### config.mk
export PLATFORM = sky130hd
export DESIGN_NAME = pipe_stage_buf
export DESIGN_NICKNAME = d
export VERILOG_FILES = /design/src/rtl/pipe_stage_buf_pkg.sv /design/src/rtl/pipe_entry_reg.sv /design/src/rtl/pipe_stage_buf.sv
export SDC_FILE = /design/constraint.sdc
export NUM_CORES = 1
export LEC_CHECK = 0
export ABC_AREA = 1
export BUFFER_PORTS_ARGS = -buffer_cell sky130_fd_sc_hd__buf_2
export CAP_MARGIN = 20
export CORE_AREA = 4 4 256 258
export CTS_CLUSTER_SIZE = 40
export DETAILED_ROUTE_END_ITERATION = 16
export DIE_AREA = 0 0 260 262
export GPL_TIMING_DRIVEN = 0
export PLACE_DENSITY = 0.71
export RECOVER_POWER = 50
export SLEW_MARGIN = 20
export SYNTH_ARGS = -nofsm -noshare
export SYNTH_HDL_FRONTEND = slang
export SYNTH_SLANG_ARGS = --single-unit
### constraint.sdc
create_clock -name clk -period 3.1 [get_ports clk]
set_clock_uncertainty 0.1 [all_clocks]
set_input_delay 0.465 -clock clk [delete_from_list [all_inputs] [get_ports clk]]
set_output_delay 0.465 -clock clk [all_outputs]
set_load 0.005 [all_outputs]
### src/rtl/pipe_stage_buf_pkg.sv
// Shared types for the inter-stage pipeline buffer.
//   ExceptPack    : exception sideband travelling with each pipeline entry
//   EXCEPT_NONE   : sideband value for "no exception" (reset value)
//   occ_e         : occupancy encoding reported by the buffer
//   ExeMemPayload : example packed stage payload (EXE/MEM) and its width
package pipe_stage_buf_pkg;

   typedef struct packed {
      logic        except;
      logic [31:0] epc;
      logic [4:0]  ecause;
      logic [31:0] etval;
   } ExceptPack;

   localparam ExceptPack EXCEPT_NONE = '{except: 1'b0, epc: 32'd0, ecause: 5'd0, etval: 32'd0};

   typedef enum logic [1:0] {
      OCC_EMPTY = 2'd0,
      OCC_ONE   = 2'd1,
      OCC_TWO   = 2'd2
   } occ_e;

   typedef struct packed {
      logic [31:0] pc;
      logic [31:0] inst;
      logic [63:0] alu_result;
      logic [63:0] store_data;
      logic [63:0] csr_wdata;
   } ExeMemPayload;

   localparam int EXE_MEM_W = $bits(ExeMemPayload);

endpackage

### src/rtl/pipe_entry_reg.sv
// One storage slot of the pipeline buffer: a {valid, data, exception} register.
//   clk, rst (async, active-low)
//   load       : capture load_data/load_exc and mark the slot valid
//   clear      : mark the slot empty (payload is left untouched); wins over load
//   load_data  : payload to capture
//   load_exc   : exception sideband to capture
//   valid/data/exc : current slot contents
module pipe_entry_reg
   import pipe_stage_buf_pkg::*;
#(
   parameter int DATA_W = EXE_MEM_W
) (
   input  logic              clk,
   input  logic              rst,
   input  logic              load,
   input  logic              clear,
   input  logic [DATA_W-1:0] load_data,
   input  ExceptPack         load_exc,
   output logic              valid,
   output logic [DATA_W-1:0] data,
   output ExceptPack         exc
);

   always_ff @(posedge clk or negedge rst) begin
      if (!rst) begin
         valid <= 1'b0;
         data  <= '0;
         exc   <= EXCEPT_NONE;
      end else if (clear) begin
         valid <= 1'b0;
      end else if (load) begin
         valid <= 1'b1;
         data  <= load_data;
         exc   <= load_exc;
      end
   end

endmodule

### src/rtl/pipe_stage_buf.sv
// Generic inter-stage pipeline register with valid/ready handshake, optional
// 2-entry skid buffer, flush and an exception fence.
//   clk, rst (async, active-low), flush (sync kill of all held entries)
//   in_valid / in_ready / in_data / in_except     : upstream side
//   out_valid / out_ready / out_data / out_except : downstream side (head entry)
//   occupancy : number of entries held (0, 1, 2)
// SKID_EN=1 gives a registered in_ready (no combinational path from out_ready);
// SKID_EN=0 uses a single slot with in_ready depending on out_ready.
// EXC_FENCE=1 stops intake behind an excepting entry until it leaves.
module pipe_stage_buf
   import pipe_stage_buf_pkg::*;
#(
   parameter int DATA_W    = EXE_MEM_W,
   parameter bit SKID_EN   = 1'b1,
   parameter bit EXC_FENCE = 1'b1
) (
   input  logic              clk,
   input  logic              rst,
   input  logic              flush,
   input  logic              in_valid,
   output logic              in_ready,
   input  logic [DATA_W-1:0] in_data,
   input  ExceptPack         in_except,
   output logic              out_valid,
   input  logic              out_ready,
   output logic [DATA_W-1:0] out_data,
   output ExceptPack         out_except,
   output logic [1:0]        occupancy
);

   logic              main_v;
   logic              skid_v;
   logic [DATA_W-1:0] skid_data;
   ExceptPack         skid_exc;
   logic              fence;
   logic              in_fire;
   logic              out_fire;
   logic              main_load_in;
   logic              main_load_skid;
   logic              main_load;
   logic              main_clear;
   logic              skid_load;
   logic              skid_clear;
   logic [DATA_W-1:0] main_next_data;
   ExceptPack         main_next_exc;
   occ_e              occ;

   assign out_valid = main_v;
   assign in_fire   = in_valid & in_ready;
   assign out_fire  = main_v & out_ready;

   generate
      if (SKID_EN) begin : g_ready_reg
         // Only registered terms: the skid slot absorbs the cycle of latency.
         assign in_ready = rst & ~skid_v & ~fence;
      end else begin : g_ready_comb
         assign in_ready = rst & ~fence & (~main_v | out_ready);
      end
   endgenerate

   // Main refills from the skid slot when it holds something, otherwise
   // from the input when main is (or is becoming) free.
   assign main_load_in   = in_fire & (~main_v | out_fire);
   assign main_load_skid = out_fire & skid_v;
   assign main_load      = ~flush & (main_load_in | main_load_skid);
   assign main_clear     = flush | (out_fire & ~main_load_in & ~main_load_skid);
   assign main_next_data = main_load_skid ? skid_data : in_data;
   assign main_next_exc  = main_load_skid ? skid_exc : in_except;

   // Overflow goes to skid only when main stays occupied this edge.
   assign skid_load  = ~flush & in_fire & main_v & ~out_fire;
   assign skid_clear = flush | main_load_skid;

   pipe_entry_reg #(.DATA_W(DATA_W)) u_main (
      .clk       (clk),
      .rst       (rst),
      .load      (main_load),
      .clear     (main_clear),
      .load_data (main_next_data),
      .load_exc  (main_next_exc),
      .valid     (main_v),
      .data      (out_data),
      .exc       (out_except)
   );

   generate
      if (SKID_EN) begin : g_skid
         pipe_entry_reg #(.DATA_W(DATA_W)) u_skid (
            .clk       (clk),
            .rst       (rst),
            .load      (skid_load),
            .clear     (skid_clear),
            .load_data (in_data),
            .load_exc  (in_except),
            .valid     (skid_v),
            .data      (skid_data),
            .exc       (skid_exc)
         );
      end else begin : g_no_skid
         assign skid_v    = 1'b0;
         assign skid_data = '0;
         assign skid_exc  = EXCEPT_NONE;
      end
   endgenerate

   // The fence blocks intake, so the excepting entry is always the youngest
   // held entry; the next out_fire of an excepting head is therefore that entry.
   generate
      if (EXC_FENCE) begin : g_fence
         always_ff @(posedge clk or negedge rst) begin
            if (!rst) begin
               fence <= 1'b0;
            end else if (flush) begin
               fence <= 1'b0;
            end else if (in_fire & in_except.except) begin
               fence <= 1'b1;
            end else if (out_fire & out_except.except) begin
               fence <= 1'b0;
            end
         end
      end else begin : g_no_fence
         assign fence = 1'b0;
      end
   endgenerate

   always_comb begin
      occ = OCC_EMPTY;
      if (skid_v) begin
         occ = OCC_TWO;
      end else if (main_v) begin
         occ = OCC_ONE;
      end
   end

   assign occupancy = occ;

endmodule
== After elaboration in Yosys (flattened, before gate mapping) ==
Index checks and enable logic that the tools add are counted.

* Word-level logic and storage cells: 56
* Input bits: 331
* Memory bits (writable): 0
* Memory bits (read-only): 0
* Bits in registers: 655
* Memories kept: 0
* Output and inout port bits: 330
* Bits in latches: 0

* Bitwise logic cells: 27
* Add/subtract/negate cells: 0
* Div/mod/pow operators: 0
* $mul: 0
* $lt $le $gt $ge: 0
* Eq/ne operators: 0
* Reduce and logical (&&, ||, !) cells: 5
* Shift operators: 0
* Multiplexer cells: 11

{| class="wikitable"
|+ Operator list
! kind !! number
|-
| 256-bit 2-to-1 mux || 1
|-
| 70-bit 2-to-1 mux || 1
|-
| 1-bit AND || 14
|-
| 1-bit NOT || 9
|-
| 1-bit 2-to-1 mux || 8
|-
| 1-bit bitwise OR || 4
|-
| 2-bit AND reduction || 2
|-
| 2-bit nonzero test || 2
|-
| 3-bit nonzero test || 1
|-
| 2-bit 2-to-1 mux || 1
|}

== Longest topological paths before layout ==
Gate-level depths: netlist (run 1).

* Depth after elaboration: 11
* Mapped depth: 10
* Mapped depth without buffers: 7

== Hierarchy ==
A second synthesis (run 1) with hierarchy kept.

* Cell total of the unflattened synthesis: 3909
* Area, all modules: 29831.1 sq um

{| class="wikitable"
|+ Modules (own cells, without submodules)
! module !! instances !! cells each !! area an instance (sq um) !! seq. area each (sq um)
|-
| pipe_entry_reg || 2 || 1417 || 12822.3 || 8182.8
|-
| pipe_stage_buf || 1 || 1075 || 4186.5 || 25.0
|}

== Worst setup path before layout (run 1) ==
No wires, ideal clock.

* Path type: input port to flip-flop
* From: in flush
* To: reg g_skid.u_skid.data[0]
* Path buffers: 3
* Setup slack: 1.516 ns
* Setup time: 0.130 ns
* Data arrival time: 1.353 ns
* Stages on the path: 7
* Path through: nor3_1 -> nand2_1 -> buf_4 -> buf_2 -> buf_2 -> nand2_1 -> o21ai_1

* Longest elaborated chain between the ends: 5

{| class="wikitable"
|+ Ends and longest elaborated chain
! item !! RTL line !! RTL
|-
| start, declared || pipe_stage_buf.sv:19 || <nowiki>input logic flush,</nowiki>
|-
| 1-bit NOT || pipe_stage_buf.sv:71 || <nowiki>assign skid_load = ~flush & in_fire & main_v & ~out_fire;</nowiki>
|-
| 1-bit AND (3 in series) || pipe_stage_buf.sv:71 ||
|-
| 2-bit AND reduction (no line) (*) || n/a ||
|-
| end signal, assigned || pipe_entry_reg.sv:33 || <nowiki>data <= load_data;</nowiki>
|-
| end, declared || pipe_entry_reg.sv:20 || <nowiki>output logic [DATA_W-1:0] data,</nowiki>
|}

Mark *: on every way between the ends. The rest lies on a longest branch, timed or not.
A chain may end at the register's enable or synchronous reset.

== Final worst setup path (run 1) ==
* From: in rst
* To: reg u_main.data[75]

* Longest elaborated chain between the ends: 10

{| class="wikitable"
|+ Ends and longest elaborated chain
! item !! RTL line !! RTL
|-
| start, declared || pipe_stage_buf.sv:18 || <nowiki>input logic rst,</nowiki>
|-
| 1-bit AND (*) (2 in series) || pipe_stage_buf.sv:55 || <nowiki>assign in_ready = rst & ~skid_v & ~fence;</nowiki>
|-
| 1-bit AND (*) || pipe_stage_buf.sv:49 || <nowiki>assign in_fire = in_valid & in_ready;</nowiki>
|-
| 1-bit AND (*) || pipe_stage_buf.sv:63 || <nowiki>assign main_load_in = in_fire & (~main_v | out_fire);</nowiki>
|-
| 1-bit NOT || pipe_stage_buf.sv:66 || <nowiki>assign main_clear = flush | (out_fire & ~main_load_in & ~main_load_skid);</nowiki>
|-
| 1-bit AND (2 in series) || pipe_stage_buf.sv:66 ||
|-
| 1-bit bitwise OR || pipe_stage_buf.sv:66 ||
|-
| 1-bit NOT (no line) || n/a ||
|-
| 2-bit AND reduction (no line) (*) || n/a ||
|-
| end signal, assigned || pipe_entry_reg.sv:33 ||
|-
| end, declared || pipe_entry_reg.sv:20 ||
|}

Marks and branches as above.

==> results.json, run 1 <==
{
  "initial_core_util_pct": 45.5,
  "drc": 0,
  "max_cap_viol_count": 1,
  "worstSetupEndpointType": "flip-flop",
  "netlist_area_um2": 28600,
  "drtIter0Drc": 2141,
  "overflow": 0,
  "leakage_nw": 18.1,
  "post-route-period-util_pct": 89.0,
  "final_hold_viol_count": 0,
  "vias": 26600,
  "insertion_delay_ns": 0.60,
  "cts.sink_count": 655,
  "first_pass_iters": 5,
  "die_width_um": 260,
  "post_cts_resized": 0,
  "clockBufferDepth": 3,
  "use_met3_pct": 7.74,
  "top_usage_layer": "met2",
  "yosysSeqAreaShare_pct": 57.2,
  "wl_um": 97600,
  "num_rows": 92,
  "gr-usage-all-layers_pct": 27.9,
  "finalMaxSlewViolations": 81,
  "crit_fanout": 78,
  "routedWlPerCell_um": 18.7,
  "nets": 4622,
  "p_per_area_nw_per_um2": 658,
  "violations": "max-capacitance violations, max-slew violations",
  "place_ws_ns": -0.117,
  "area_growth_pct": 23.4,
  "period_minus_slack_ns": 2.76,
  "grt_max_degree": 99,
  "outcome": "complete, but fails checks",
  "peakVddDrop_mv": 0.454,
  "grt_pass1_vias": 25900,
  "syn_avg_cell_area_um2": 8.09,
  "slew_headroom_pct": -31.4,
  "grt_use_met2_pct": 44.9,
  "fin_setup_tns_ns": 0,
  "antenna_found_initial": 39,
  "syn_inst": 3540,
  "r2r_slack_ns": 0.66,
  "min_path_type": "in2reg",
  "clk_pin_slew_ns": 0.06,
  "cp.arrival_ns": 3.20,
  "die_h_um": 262,
  "ant_nets": 0,
  "drive_gt1_share_pct": 14.6,
  "yosys_warnings": 0,
  "core_area_um2": 63000,
  "worst_slew_pin_slew_ns": 1.97,
  "layout_common_cells": "1310 x nand2_1, 655 x dfrtp_1, 498 x buf_2",
  "io-pin-count": 661,
  "dpl.hpwl_um": 71600,
  "grt.met1_usage_pct": 35.1,
  "finalWeightedCongestion": 0.915,
  "start_kind": "primary input",
  "numCtsBuffers": 71,
  "cp.required_ns": 3.54,
  "ys_ff_latch": 655,
  "ys_types": 19,
  "fmax_ghz": 0.363,
  "finalSetupViolCount": 0,
  "cts_tree": "built",
  "vias_per_cell": 5.09,
  "cts_setup_buffers": 0,
  "final_common_cell": "nand2_1",
  "critical_path_class": "in2reg",
  "ctsHoldBuffers": 11,
  "grt_pass1_wl_um": 149000,
  "cts_root_buf": "clkbuf_16",
  "die_area_um2": 68100,
  "holdWs_ns": 0.0380,
  "timing.final.ws_setup_ns": 0.342,
  "syn_nets": 3871,
  "rsz0062_at_grt": "no",
  "portBuffers": 660,
  "h-tree-depth": 3
}
[report_power, final]
| part | switching [mW] | internal (mW) | leakage [nW] |
|---|---|---|---|
| combinational | 2.25 | 1.55 | 8.45 |
| clock | 3.46 | 5.02 | 1.15 |
| sequential | 0.882 | 10.1 | 8.50 |
| total | 6.59 | 16.7 | 18.1 |
[cell type report]
type	count	area, um2
Tap cell	846	1060
Sequential cell	655	16400
Clock inverter	17	175
Fill cell	5985	27600
Inverter	332	1250
Buffer	253	1130
Multi-Input combinational cell	2300	9880
Antenna cell	30	75.1
Clock buffer	107	2140
Timing Repair Buffer	678	3260
[registers in the layout, summed over array words and instances (netlist names)]
| signal | flops |
|---|---|
| g_skid.u_skid.data | 256 |
| u_main.exc | 70 |
| u_main.data | 256 |
| fence | 1 |
| g_skid.u_skid.valid | 1 |
| u_main.valid | 1 |
| g_skid.u_skid.exc | 70 |
[path summary, 6_finish.rpt]
kind,start,end,cells past startpoint
worst min register to register,g_skid.u_skid.data[241]$_DFFE_PN0P_,g_skid.u_skid.data[241]$_DFFE_PN0P_,2
worst min-delay path,in_data[67],g_skid.u_skid.data[67]$_DFFE_PN0P_,3
worst max-delay path,rst,u_main.data[75]$_DFFE_PN0P_,11
worst max register to register,u_main.valid$_DFFE_PN0P_,u_main.data[214]$_DFFE_PN0P_,6
max in group asynchronous,rst,u_main.data[84]$_DFFE_PN0P_,5
min in group asynchronous,rst,u_main.exc[51]$_DFFE_PN0P_,3
[routing by layer]
metal	routed length [um]	vias to the layer above
met5	143	-
met4	4810	22
met3	8240	277
met2	45600	981
met1	38800	12500
li1	-	12800
[cell usage after synthesis]
master    number  area share (%)
inv_1        330             4.3
o21ai_1      484             8.5
clkbuf_1     127             1.7
nand3b_1       1           0.026
nand2_1     1310              17
o21ai_0      168             2.9
buf_6          2           0.079
nor2_1         3           0.039
nor2_2         1           0.022
dfrtp_1      655              57
nand3_1      328             5.7
buf_4         10            0.26
inv_2          2           0.026
buf_1         13            0.17
nand3_2        1           0.035
a21oi_1        2           0.035
nor3_1         1           0.017
buf_2        101             1.8
nand4_2        1           0.044
[worst max-delay path: stages]
cell and delay (ns):
dlygate4sd3_1 0.56, buf_8 0.14, buf_16 0.32, nand3_2 0.13, nor2_1 0.21, nand2_1 0.17, nand2_1 0.11, buf_4 0.26
clkbuf_1 0.45, nand2_1 0.19, nand2_1 0.10
[logic make-up after synthesis]
logic type      share of synthesized area, %
compound gates                          11.4
simple gates                            23.1
buf+inv                                 8.29
flops                                   57.2
[metrics by stage]
step | power, mW | cell area [um2] | instances | utilization (%)
after floorplan | 12.9 | 28700 | 3540 | -
after global placement | 14.9 | 33000 | 5046 | 52.4
after detailed placement | 15.1 | 33200 | 5053 | 52.8
after CTS | 23.6 | 35700 | 5188 | 56.6
after global routing | 24.5 | 35300 | 5210 | 56.1
final | 23.3 | 35400 | 5218 | 56.2
Power figures use the tool's default switching activity.
==> inputs of run 2 (changes only) <==
ABC_AREA = not set   (was 1)
CORE_AREA = 4 4 253 255   (was 4 4 256 258)
DIE_AREA = 0 0 257 259   (was 0 0 260 262)
PLACE_DENSITY = 0.75   (was 0.71)
==> run 2 against run 1 <==
  * The run now ends clean
  * Routed wire length fell by 4.8%
  * Total power increased by 4.4%
  * First-iteration DRC count fell by 39%
  * Fmax down 8.0%
  * Critical endpoint is now g_skid.u_skid.data[140]$_DFFE_PN0P_
  * Final cell count shrank 26%
  * Highest routed layer unchanged
  * Synthesized cell count is 38% lower
  * Worst hold slack better by 0.0093 ns
  * Global-route usage decreased by 0.76 points
  * Synthesized area rose by 5.4%
  * Sequential power about the same
  * Die area is 2.3% lower
  * Sequential share of layout area is 2.5 points lower
==> results.json, run 2 <==
{
  "place_area_um2": 34700,
  "dpl.hpwl_um": 67900,
  "routedWlPerCell_um": 24.0,
  "numCtsBuffers": 71,
  "power_frac_clock_pct": 35.3,
  "yosys_warnings": 0,
  "peakVddDrop_mv": 0.523,
  "finalMaxSlewViolations": 0,
  "ys.flop_type": "dfrtp_1",
  "syn_inst": 2193,
  "post-route-period-util_pct": 96.7,
  "clockBufferDepth": 3,
  "crit_cells": 11,
  "drive_gt1_share_pct": 61.6,
  "ant_nets": 0,
  "crit_fanout": 48,
  "synthTopCellsByArea": "dfrtp_1 54%, mux2_2 23%, a21bo_2 11%, nand4_1 6.8%, clkbuf_1 1.6%",
  "antenna_found_initial": 45,
  "r2r_start": "u_main.valid$_DFFE_PN0P_",
  "cts_tree": "built",
  "cts_setup_buffers": 0,
  "slowest_stage": "dlygate4sd3_1",
  "grt_pass1_wl_um": 143000,
  "min_to": "g_skid.u_skid.valid$_DFFE_PN0P_",
  "crit_buf_inv": 8,
  "outcome": "finished, final reports clean",
  "hold_path_depth": 2,
  "fill_cells": 4815,
  "syn_nets": 2524,
  "power.share.switching_pct": 26.7,
  "synth_common_cells": "655 x dfrtp_1, 623 x mux2_2, 326 x a21bo_2, 326 x nand4_1, 125 x clkbuf_1",
  "finalWeightedCongestion": 0.880,
  "max_cap_viol_count": 0,
  "max_stage_delay_ns": 0.58,
  "io-pin-count": 661,
  "seq_power_share_pct": 46.4,
  "ys_ff_latch": 655,
  "drtIter0Drc": 1315,
  "nets": 3271,
  "drc": 0,
  "final_hold_viol_count": 0,
  "combPwrFrac_pct": 18.3,
  "start_kind": "primary input",
  "critical-path-top-delay-family": "buffers and inverters",
  "yosysSeqAreaShare_pct": 54.3,
  "grt_pass1_vias": 24000,
  "cp.arrival_ns": 3.45,
  "crit_top_cell": "buf_2",
  "path_cells": "dlygate4sd3_1 > buf_12 > buf_16 > buf_16 > and4bb_1 > buf_2 > nand2_1 > buf_2 > buf_2 > clkbuf_1 > a21bo_2",
  "leakage_nw": 17.7,
  "worstSetupEndpointType": "flip-flop",
  "yosysMostFrequentCell": "dfrtp_1",
  "finalPower_mw": 24.3,
  "vias_per_cell": 5.78,
  "ys_types": 25,
  "area_growth_pct": 23.8,
  "portBuffers": 660,
  "critical_path_class": "in2reg",
  "worst_slew_pin_slew_ns": 0.981,
  "hold_start": "out_ready",
  "r2r_end": "g_skid.u_skid.data[82]$_DFFE_PN0P_",
  "period_minus_slack_ns": 3.00,
  "overflow": 0,
  "core_area_um2": 61600,
  "h-tree-depth": 3,
  "die_area_um2": 66600,
  "grt_max_degree": 103,
  "synth_top_area_share_pct": 54.3,
  "netlist_area_um2": 30200,
  "cts.sink_count": 655,
  "insertion_delay_ns": 0.60,
  "cts_root_buf": "clkbuf_16",
  "fmax_ghz": 0.334,
  "reg_top3": "g_skid.u_skid.data: 256 flops, u_main.data: 256 flops",
  "num_rows": 91,
  "fin_area_um2": 37400,
  "utilization_pct": 60.7,
  "first_pass_iters": 5,
  "final_common_cell": "buf_2",
  "wl_um": 92900,
  "p_per_area_nw_per_um2": 650,
  "r2r_slack_ns": 0.18,
  "gr-usage-all-layers_pct": 27.1,
  "die_h_um": 259,
  "synth_edf_count": 0,
  "initial_core_util_pct": 49.0,
  "syn_avg_cell_area_um2": 13.8,
  "slew_headroom_pct": 34.6,
  "reg2reg_depth": 6,
  "yosys.area.top_type": "dfrtp_1",
  "vias": 22300,
  "clk_pin_slew_ns": 0.06,
  "p_sw_mw": 6.48,
  "power.internal_mw": 17.8,
  "cp.required_ns": 3.55,
  "layout_common_cells": "718 x buf_2, 655 x dfrtp_1, 623 x mux2_2",
  "min_path_type": "in2reg",
  "die_width_um": 257,
  "rsz0062_at_grt": "yes",
  "async_reset_ff_share_pct": 100,
  "finalSetupViolCount": 0
}
[run 2: cell types whose count changed after synthesis, moves of 9 or more]
cell / delta
mux2_4: +29
buf_4: -9
buf_1: +15
o21ai_0: -168
o21ai_1: -484
inv_1: -329
mux2_2: +623
nand2_1: -1309
nand4_1: +326
nand3_1: -326
a21bo_2: +326
buf_2: -42
[run 2: stage by stage]
| stage | setup slack, ns | TNS, ns | hold slack (ns) | std cells |
|---|---|---|---|---|
| after global routing | -0.0242 | -0.624 | 0.0202 | 3858 |
| after floorplan | 1.07 | 0 | 0.0694 | 2193 |
| after CTS | 0.0462 | 0 | 0.00149 | 3831 |
| final | 0.102 | 0 | 0.0473 | 3865 |
| after global placement | -11.99 | - | 0.365 | 3690 |
| after detailed placement | -1.05 | -491.08 | 0.369 | 3697 |
[run 2: power groups by stage]
stage / logic [mW] / clock network [mW] / registers (mW)
floorplan: 2.07 / 0 / 11.2
global placement: 4.26 / 0 / 11.3
detailed placement: 4.43 / 0 / 11.4
CTS: 4.48 / 8.71 / 11.2
global route: 4.78 / 9.11 / 11.4
finish: 4.44 / 8.58 / 11.3
[run 2: logic make-up (layout without fill, tap and decap cells)]
kind of cell,count (synthesis),after routing,synth area share [%]
AO/OA/AOI/OAI,330,330,10.9
other,0,34,0
multiplexers,652,652,24.7
flip-flops,655,655,54.3
buffers and inverters,219,1020,3.10
AND/OR/NAND/NOR,337,337,7.02
[run 2: cell type report]
class | instances | area [um2] | share of cell area (%)
antenna | 34 | 85.1 | 0.228
buffer | 218 | 953 | 2.55
clock buffer | 104 | 2110 | 5.66
clock inverter | 23 | 249 | 0.666
inverter | 1 | 3.75 | 0.0100
multi-input combinational | 1319 | 12900 | 34.4
sequential | 655 | 16400 | 43.9
tap | 837 | 1050 | 2.80
timing repair buffer | 674 | 3660 | 9.79
[run 2: worst max path at each step]
stage | startpoint | end | slack [ns]
global route | rst | g_skid.u_skid.data[163]$_DFFE_PN0P_ | -0.02
CTS | rst | g_skid.u_skid.data[125]$_DFFE_PN0P_ | 0.05
global placement | rst | g_skid.u_skid.data[42]$_DFFE_PN0P_ | -11.99
detailed placement | rst | g_skid.u_skid.data[78]$_DFFE_PN0P_ | -1.05
floorplan | u_main.valid$_DFFE_PN0P_ | u_main.data[100]$_DFFE_PN0P_ | 1.07
finish | rst | g_skid.u_skid.data[140]$_DFFE_PN0P_ | 0.10
[run 2: worst register-to-register path, stage by stage (launching register included)]
cell	delay [ns]
dfrtp_1	0.47
nand3_1	0.29
buf_2	0.39
clkbuf_1	0.69
buf_1	0.53
nand4_1	0.18
a21bo_2	0.22
[run 2: metal layers]
| layer | share of wire (%) | track usage, % |
|---|---|---|
| met5 | 0.17 | 0 |
| met4 | 4.1 | 11.8 |
| met3 | 6.6 | 6.90 |
| met2 | 51 | 46.5 |
| met1 | 39 | 32.7 |
[run 2: what timing repair did]
item	in CTS	in global routing
setup endpoints to repair	531	138
hold buffers	6	0
endpoints found under the hold margin	70	0
cloned	1	0
gates resized for setup	6	20
